## src/rtl/fsb_pkg.sv

```systemverilog
// Shared fast-bus types and default DRAM timing constants for the arbiter and DRAM control block.
package fsb_pkg;

  typedef enum logic [2:0] {
    IDLE  = 3'd0,
    CPU   = 3'd1,
    CAS   = 3'd2,
    RAS   = 3'd3,
    PRECH = 3'd4
  } arbState_t;

  // Records what the current precharge follows; a refresh precharge keeps RefBusy high.
  typedef enum logic {
    PRECH_CPU = 1'b0,
    PRECH_REF = 1'b1
  } prechFromRef_t;

  localparam int unsigned DEF_REF_INTERVAL  = 125;
  localparam int unsigned DEF_REF_PEND_MAX  = 4;
  localparam int unsigned DEF_URGENT_THRESH = 2;
  localparam int unsigned DEF_RAS_CYCLES    = 4;
  localparam int unsigned DEF_PRECH_CYCLES  = 2;

  function automatic int unsigned cntWidth(input int unsigned a, input int unsigned b);
    int unsigned m;
    m = (a > b) ? a : b;
    return (m > 1) ? $clog2(m) : 1;
  endfunction

endpackage

```

## src/rtl/refresh_timer.sv

```systemverilog
// Refresh interval timer with tick generation, saturating refresh-debt counter and sticky overflow.
module refresh_timer
  import fsb_pkg::*;
#(
  parameter int unsigned REF_INTERVAL = DEF_REF_INTERVAL,
  parameter int unsigned REF_PEND_MAX = DEF_REF_PEND_MAX
) (
  input  logic       FCLK,
  input  logic       RES,
  input  logic       refDone,
  output logic [2:0] RefPend,
  output logic       RefOvf
);

  localparam int unsigned TW = $clog2(REF_INTERVAL);

  logic [TW-1:0] timer;
  logic          tick;

  assign tick = (timer == TW'(REF_INTERVAL - 1));

  always_ff @(posedge FCLK) begin
    if (RES) begin
      timer   <= '0;
      RefPend <= '0;
      RefOvf  <= 1'b0;
    end else begin
      timer <= tick ? '0 : timer + 1'b1;
      // A tick coinciding with a completion cancels out: no change, no overflow.
      if (tick && !refDone) begin
        if (RefPend == 3'(REF_PEND_MAX))
          RefOvf <= 1'b1;
        else
          RefPend <= RefPend + 1'b1;
      end else if (!tick && refDone && (RefPend != '0)) begin
        RefPend <= RefPend - 1'b1;
      end
    end
  end

endmodule

```

## src/rtl/dram_refresh_arbiter.sv

```systemverilog
// Arbitrates the DRAM array between CPU cycles and CAS-before-RAS refresh; drives refresh strobes.
// Optional back-to-back refresh draining when REF_BURST_EN is defined.
module dram_refresh_arbiter
  import fsb_pkg::*;
#(
  parameter int unsigned REF_INTERVAL  = DEF_REF_INTERVAL,
  parameter int unsigned REF_PEND_MAX  = DEF_REF_PEND_MAX,
  parameter int unsigned URGENT_THRESH = DEF_URGENT_THRESH,
  parameter int unsigned RAS_CYCLES    = DEF_RAS_CYCLES,
  parameter int unsigned PRECH_CYCLES  = DEF_PRECH_CYCLES
) (
  input  logic       FCLK,
  input  logic       RES,
  input  logic       CPUReq,
  input  logic       CPUDone,
  output logic       CPUGnt,
  output logic       RefBusy,
  output logic       RefCAS,
  output logic       RefRAS,
  output logic [2:0] RefPend,
  output logic       RefOvf
);

  localparam int unsigned CNT_W = cntWidth(RAS_CYCLES, PRECH_CYCLES);

  arbState_t     state, stateNext;
  prechFromRef_t prechSrc, prechSrcNext;
  logic [CNT_W-1:0] cnt, cntNext;
  logic cntZero;
  logic refDone;
  logic gntNext, busyNext, casNext, rasNext;

  refresh_timer #(
    .REF_INTERVAL(REF_INTERVAL),
    .REF_PEND_MAX(REF_PEND_MAX)
  ) uTimer (
    .FCLK   (FCLK),
    .RES    (RES),
    .refDone(refDone),
    .RefPend(RefPend),
    .RefOvf (RefOvf)
  );

  assign cntZero = (cnt == '0);
  assign refDone = (state == RAS) && cntZero;

  always_comb begin
    stateNext    = state;
    prechSrcNext = prechSrc;
    cntNext      = cnt;
    case (state)
      IDLE: begin
        cntNext = '0;
        if (RefPend >= 3'(URGENT_THRESH))
          stateNext = CAS;
        else if (CPUReq)
          stateNext = CPU;
        else if (RefPend != '0)
          stateNext = CAS;
      end
      CPU: begin
        if (CPUDone) begin
          stateNext    = PRECH;
          prechSrcNext = PRECH_CPU;
          cntNext      = CNT_W'(PRECH_CYCLES - 1);
        end
      end
      CAS: begin
        stateNext = RAS;
        cntNext   = CNT_W'(RAS_CYCLES - 1);
      end
      RAS: begin
        if (cntZero) begin
          stateNext    = PRECH;
          prechSrcNext = PRECH_REF;
          cntNext      = CNT_W'(PRECH_CYCLES - 1);
        end else begin
          cntNext = cnt - 1'b1;
        end
      end
      PRECH: begin
        if (cntZero) begin
          cntNext = '0;
`ifdef REF_BURST_EN
          if ((prechSrc == PRECH_REF) && (RefPend != '0) && !CPUReq)
            stateNext = CAS;
          else
            stateNext = IDLE;
`else
          stateNext = IDLE;
`endif
        end else begin
          cntNext = cnt - 1'b1;
        end
      end
      default: begin
        stateNext = IDLE;
        cntNext   = '0;
      end
    endcase
  end

  // Outputs are decoded from the next state so they are registered yet aligned with the state.
  always_comb begin
    gntNext  = (stateNext == CPU);
    casNext  = (stateNext == CAS) || (stateNext == RAS);
    rasNext  = (stateNext == RAS);
    busyNext = casNext || ((stateNext == PRECH) && (prechSrcNext == PRECH_REF));
  end

  always_ff @(posedge FCLK) begin
    if (RES) begin
      state    <= IDLE;
      prechSrc <= PRECH_CPU;
      cnt      <= '0;
      CPUGnt   <= 1'b0;
      RefBusy  <= 1'b0;
      RefCAS   <= 1'b0;
      RefRAS   <= 1'b0;
    end else begin
      state    <= stateNext;
      prechSrc <= prechSrcNext;
      cnt      <= cntNext;
      CPUGnt   <= gntNext;
      RefBusy  <= busyNext;
      RefCAS   <= casNext;
      RefRAS   <= rasNext;
    end
  end

endmodule

```

## config.mk

```make
export PLATFORM = sky130hd
export DESIGN_NAME = dram_refresh_arbiter
export DESIGN_NICKNAME = d
export VERILOG_FILES = /design/src/rtl/fsb_pkg.sv /design/src/rtl/refresh_timer.sv /design/src/rtl/dram_refresh_arbiter.sv
export SDC_FILE = /design/constraint.sdc
export NUM_CORES = 1
export LEC_CHECK = 0
export CAP_MARGIN = 0
export CORE_ASPECT_RATIO = 2
export CORE_UTILIZATION = 35
export DETAILED_ROUTE_END_ITERATION = 12
export GPL_TIMING_DRIVEN = 0
export PLACE_DENSITY = 0.61
export SYNTH_ARGS = -nofsm -noshare
export SYNTH_HDL_FRONTEND = slang
export SYNTH_SLANG_ARGS = --single-unit
```

## constraint.sdc

```tcl
create_clock -name FCLK -period 2.3 [get_ports FCLK]
set_input_delay 0.23 -clock FCLK [delete_from_list [all_inputs] [get_ports FCLK]]
set_output_delay 0.23 -clock FCLK [all_outputs]
set_load 0.01 [all_outputs]
```

# Yosys cells after proc, flatten, opt, wreduce, memory -nomap -nowiden
# Index checks and enable logic that the tools add are counted.
[word_totals]
n_memories = 0
inputBits = 4
reg_bits = 21
ramBits = 0
word_cells = 60
latchBits = 0
out_inout_bits = 8
mem_bits_ro = 0
[classes]
div = 0
order_cmp = 1
eq_ne = 12
n_mux = 17
n_bitwise = 0
add_sub_neg = 4
mul = 0
reduce_logical = 16
n_shift = 0
[op_table]
columns = ["cell", "count"]
rows = [
  ["2-to-1 mux 3 bit", 9],
  ["case mux 3 bit (5 select lines)", 1],
  ["== test 3 x 2 -> 1 bit (second input constant)", 4],
  ["== test 3 bit (second input constant)", 3],
  ["case mux 2 bit (4 select lines)", 1],
  ["adder 7 x 1 -> 7 bit (second input constant)", 1],
  ["== test 7 bit (second input constant)", 1],
  ["== test 3 x 1 -> 1 bit (second input constant)", 2],
  ["2-to-1 mux 2 bit", 3],
  ["logical AND 1 bit", 5],
  ["!= test 2 bit (second input constant)", 2],
  ["AND reduction 2 bit", 2],
  ["adder 3 x 1 -> 3 bit (second input constant)", 1],
  [">= comparator 3 x 2 -> 1 bit (second input constant)", 1],
  ["logical NOT 3 bit", 1],
  ["nonzero test 3 bit", 1],
  ["subtractor 3 x 1 -> 3 bit (second input constant)", 1],
  ["logical NOT 1 bit", 2],
  ["logical NOT 2 bit", 1],
  ["logical OR 1 bit", 2],
  ["2-to-1 mux 1 bit", 2],
  ["case mux 1 bit (2 select lines)", 1],
  ["nonzero test 2 bit", 1],
  ["OR reduction 2 bit", 1],
  ["subtractor 2 x 1 -> 2 bit (second input constant)", 1],
]

# Depth between registers and ports, before layout
[depth]
depth_word = 8
depth_mapped = 10
ltp_nobuf = 10

# By module
# From an unflattened synthesis, not the netlist that was laid out.
[unflattened]
cells_unflattened = 114
hier_area_um2 = 1094.8
[by_module_without_submodules]
columns = ["mod", "cells_each", "area_each_um2", "seq_area_each_um2", "n_inst"]
rows = [
  ["refresh_timer", 62, 573.0, 220.2, 1],
  ["dram_refresh_arbiter", 52, 521.8, 200.2, 1],
]

# Least setup slack after synthesis
# No wires, ideal clock.
[synth_timing]
path_kind = "register to register"
from = "register uTimer.timer[0]"
to = "register uTimer.RefPend[2]"
synth_period_minus_slack_ps = 2046
required_time_ps = 2208
stages_incl_launch_ff = 10
arrival_ps = 1953
setup_ps = 92
path_buffers = 0
slack_ps = 254
path_cell_list = "dfxtp_1 -> inv_1 -> ha_1 -> nand3_1 -> a211oi_2 -> inv_1 -> fa_1 -> and4b_2 -> a22oi_1 -> o32ai_1"
[synth_between]
elab_chain_len = 6
word_cells_on_any_way = 9
cone_classes = "eq/ne: 2; mux: 1; reduce/logical: 6"
[synth_lines]
columns = ["element", "line_no", "source"]
rows = [
  ["from (decl)", "refresh_timer.sv:17", "logic [TW-1:0] timer;"],
  ["from (signal assigned)", "refresh_timer.sv:28", "timer <= tick ? '0 : timer + 1'b1;"],
  ["== test 7 bit (*)", "refresh_timer.sv:20", "assign tick = (timer == TW'(REF_INTERVAL - 1));"],
  ["logical NOT 1 bit", "refresh_timer.sv:35", "end else if (!tick && refDone && (RefPend != '0)) begin"],
  ["logical AND 1 bit (2 in a row)", "refresh_timer.sv:35", ""],
  ["nonzero test 2 bit (no line)", "n/a", ""],
  ["AND reduction 2 bit (no line)", "n/a", ""],
  ["to (signal assigned)", "refresh_timer.sv:34", "RefPend <= RefPend + 1'b1;"],
  ["to (signal assigned)", "refresh_timer.sv:36", "RefPend <= RefPend - 1'b1;"],
  ["to (decl)", "refresh_timer.sv:11", "output logic [2:0] RefPend,"],
]
# Every way passes the cells marked *; elsewhere a longest branch is shown, timed or not.
# A chain may end at the register's enable or synchronous reset.

# Worst setup path in the final report
# Same ends and word-level chain as after synthesis.

==> metrics.md <==
| Metric | Value |
|---|---|
| Critical-path top delay cell | fa_2 |
| Final Setup Violations | 0 |
| CTS tree | done |
| Hold-fix buffers, CTS | 0 |
| Total negative slack | 0 ns |
| Final worst-path cycle share | 93.9% |
| Crit path time final | 2.16 ns |
| Hold Startpoint | uTimer.timer[0] |
| Cell mode on critical path | inv_1 |
| Global-route wire length before repair | 3720 um |
| Hold Path Sink | uTimer.timer[0] |
| Post-Syn Area per Cell | 8.72 um2 |
| Asr flop ratio synth | 0% |
| Layout Skew | 0.000782 ns |
| Rel. slew slack | 68.4% |
| Post-synth cell types | 39 |
| Initial core utilization | 36.6% |
| CTS max path bufs | 2 |
| Highest net fanout along the worst path | 5 |
| Pin count of the biggest net entering global routing | 13 |
| First-pass DRT Iterations | 4 |
| Fin worst setup slack | 0.139 ns |
| EDFF count, synth | 0 |
| PD cells | 536 nW/um2 |
| DR DRC count | 0 |
| Nets | 147 |
| Crit end category | flop |
| DRT iter0 DRCs | 23 |
| Routed len/inst | 13.4 um |
| CP Data Required Time | 2.47 ns |
| Startpoint class of the critical path | flop |
| Hold Fails Final Rpt | 0 |
| Vias in the first global route | 890 |
| Ports | 12 |
| RD Place Congestion | 0.849 |
| Synth Instances | 122 |
| Synth Cell Area | 1060 um2 |
| Share of layout cells above drive strength 1 | 10.8% |
| Status | complete, no violations |
| Sequence of cells on the critical path | inv_1 -> ha_1 -> nand3_2 -> a211oi_2 -> inv_1 -> fa_2 -> and4b_2 -> a22oi_1 -> o32ai_1 |
| CTS Sinks | 21 |
| Drt total wl | 2260 um |
| Die height | 80.0 um |
| CP peak stage delay | 0.38 ns |
| Worst skew pair latency | 0.26 ns |
| Pre-CTS WS | -0.0331 ns |
| FF-to-FF path depth | 9 |
| Synth area leaders | dfxtp_1, nor2_1, nand2b_1 |
| Antenna viol nets, final | 0 |
| Yosys warning count | 0 |
| Min-delay worst type | flop to flop |
| Number of cell rows | 28 |
| Clock root cell | clkbuf_8 |
| WP data arrival | 2.33 ns |
| Leakage Power | 0.489 nW |
| Crit path from | uTimer.timer[0] |
| Total power | 0.685 mW |
| R2R Path Start | uTimer.timer[0] |
| R2R setup slack | 0.14 ns |
| Number of CTS-inserted buffers | 3 |
| Die X | 41.0 um |
| Full die area | 3280 um2 |
| N_diodes | 0 |
| Placeable Area | 2910 um2 |
| Worst-path clk slew | 0.07 ns |
| Max IR drop VDD | 312 uV |
| Remaining Overflow, GRT | 0 |
| Register area share after synthesis | 39.5% |
| Fmax achieved | 463 MHz |
| FF+latch count, synth | 21 |
| Max Cap Viol | 0 |
| I/O Buffers | 11 |
| Area delta synth->final | 20.4% |
| Total GRT Usage | 16.5% |
| Slew Limit Fails | 0 |
| Setup CP Type | flop to flop |
| Syn_nets | 129 |
| Largest area contributor in the netlist | dfxtp_1 |
| Final HPWL DP | 1700 um |
| Final hold slack | 0.476 ns |
| Share of the synthesized area in the top cell type | 39.5% |
| Initial antenna violation count | 0 |
| Vias | 929 |
| Worst slew pin tran | 0.469 ns |
| Vias/cell | 5.50 |
| WHS Path Cells | 1 |
| R2r endpoint | uTimer.RefPend[2] |
| CTS H-tree depth | 1 |
| Final core utilization | 44.0% |
| Primary FF master, synth | dfxtp_1 |
logic make-up (layout without fill, tap and decap cells):
| kind of cell | count (synthesis) | count (layout) | synth area share [%] |
|---|---|---|---|
| AO/OA/AOI/OAI | 26 | 26 | 16.8 |
| XOR/XNOR | 5 | 5 | 4.12 |
| adder cells (fa/ha/maj) | 3 | 3 | 4.23 |
| buffers and inverters | 13 | 30 | 4.82 |
| flip-flops | 21 | 21 | 39.5 |
| multiplexers | 3 | 3 | 2.94 |
| AND/OR/NAND/NOR | 51 | 51 | 27.5 |
through the flow:
stage / area [um2] / cells
5_1_grt: 1280 / 169
3_5_place_dp: 1210 / 163
6_report: 1280 / 169
2_1_floorplan: 1060 / 122
4_1_cts: 1260 / 168
3_3_place_gp: 1210 / 163
cell usage in the layout (no fill, tap or decap), types with 2 or more instances in the layout:
cell,Yosys,layout
dfxtp_1,21,21
nor2_1,16,16
clkdlybuf4s50_1,0,11
inv_1,9,9
nand2b_1,7,7
a21oi_1,6,6
nand3_1,6,5
o21ai_0,5,5
nand2_1,4,4
nor3_1,4,4
xor2_1,3,3
clkbuf_8,0,3
buf_2,2,2
clkbuf_1,2,2
a21boi_0,2,2
a21o_1,2,2
o32ai_1,2,2
and3_1,2,2
a311o_1,2,2
o211ai_1,2,2
mux2i_1,2,2
nand3b_1,2,2
xnor2_1,2,2
ha_1,2,2
buf_4,0,2
routing by layer:
layer / vias up / GRT usage, % / share of wire, %
met4: 0 / 8.67 / 3.4
met2: 19 / 29.7 / 56
met1: 439 / 15.2 / 37
met5: - / 0 / 0
li1: 464 / - / -
met3: 7 / 3.34 / 3.4
synth_stat cells (2+ instances only):
master / count
a21boi_0: 2
nand3_1: 6
dfxtp_1: 21
a311o_1: 2
o21ai_0: 5
clkbuf_1: 2
o211ai_1: 2
xor2_1: 3
a21oi_1: 6
inv_1: 9
buf_2: 2
a21o_1: 2
o32ai_1: 2
nand2b_1: 7
mux2i_1: 2
xnor2_1: 2
nor3_1: 4
and3_1: 2
nand3b_1: 2
nor2_1: 16
ha_1: 2
nand2_1: 4
worst max-delay path by stage:
stage                     slack, ns  depth (start not counted)                end
final                          0.14                          9  uTimer.RefPend[2]
after detailed placement      -0.03                          9  uTimer.RefPend[2]
after CTS                      0.09                          9  uTimer.RefPend[2]
after global routing         -0.005                         10  uTimer.RefPend[1]
after global placement        -0.01                          9  uTimer.RefPend[2]
after floorplan                0.25                          9  uTimer.RefPend[2]
where the power goes:
group | internal (mW) | switching, mW
logic | 0.0288 | 0.0319
registers | 0.373 | 0.00811
clock network | 0.121 | 0.123
total | 0.522 | 0.163
final cells by class:
class / instances / area [um2]
plain buffers: 4 / 17.5
clock buffers: 3 / 41.3
clock inverters: 1 / 5.00
fillers: 291 / 1630
inverters: 9 / 33.8
multi-input cells: 88 / 599
flip-flops and latches: 21 / 420
well taps: 30 / 37.5
repair buffers: 13 / 125
registers in the layout (all words and copies together) (netlist names):
name	flops
CPUGnt	1
RefBusy	1
RefCAS	1
RefRAS	1
cnt	2
prechSrc	1
state	3
uTimer.RefOvf	1
uTimer.RefPend	3
uTimer.timer	7
repair_timing:
item | 4_1_cts | 5_1_grt
resized for setup | 0 | 2
endpoints found under the hold margin | 0 | 0
pin swaps | 1 | 1
buffers inserted | 1 | 1
endpoints found under the setup margin | 1 | 1
critical path: cells and delay by family (launching register included):
family / cells / cell delay [ns]
buffers and inverters: 2 / 0.15
adder cells (fa/ha/maj): 2 / 0.56
AND/OR/NAND/NOR: 2 / 0.41
AO/OA/AOI/OAI: 3 / 0.59
flip-flops: 1 / 0.34
No activity file was read; power rests on OpenSTA's default activity.
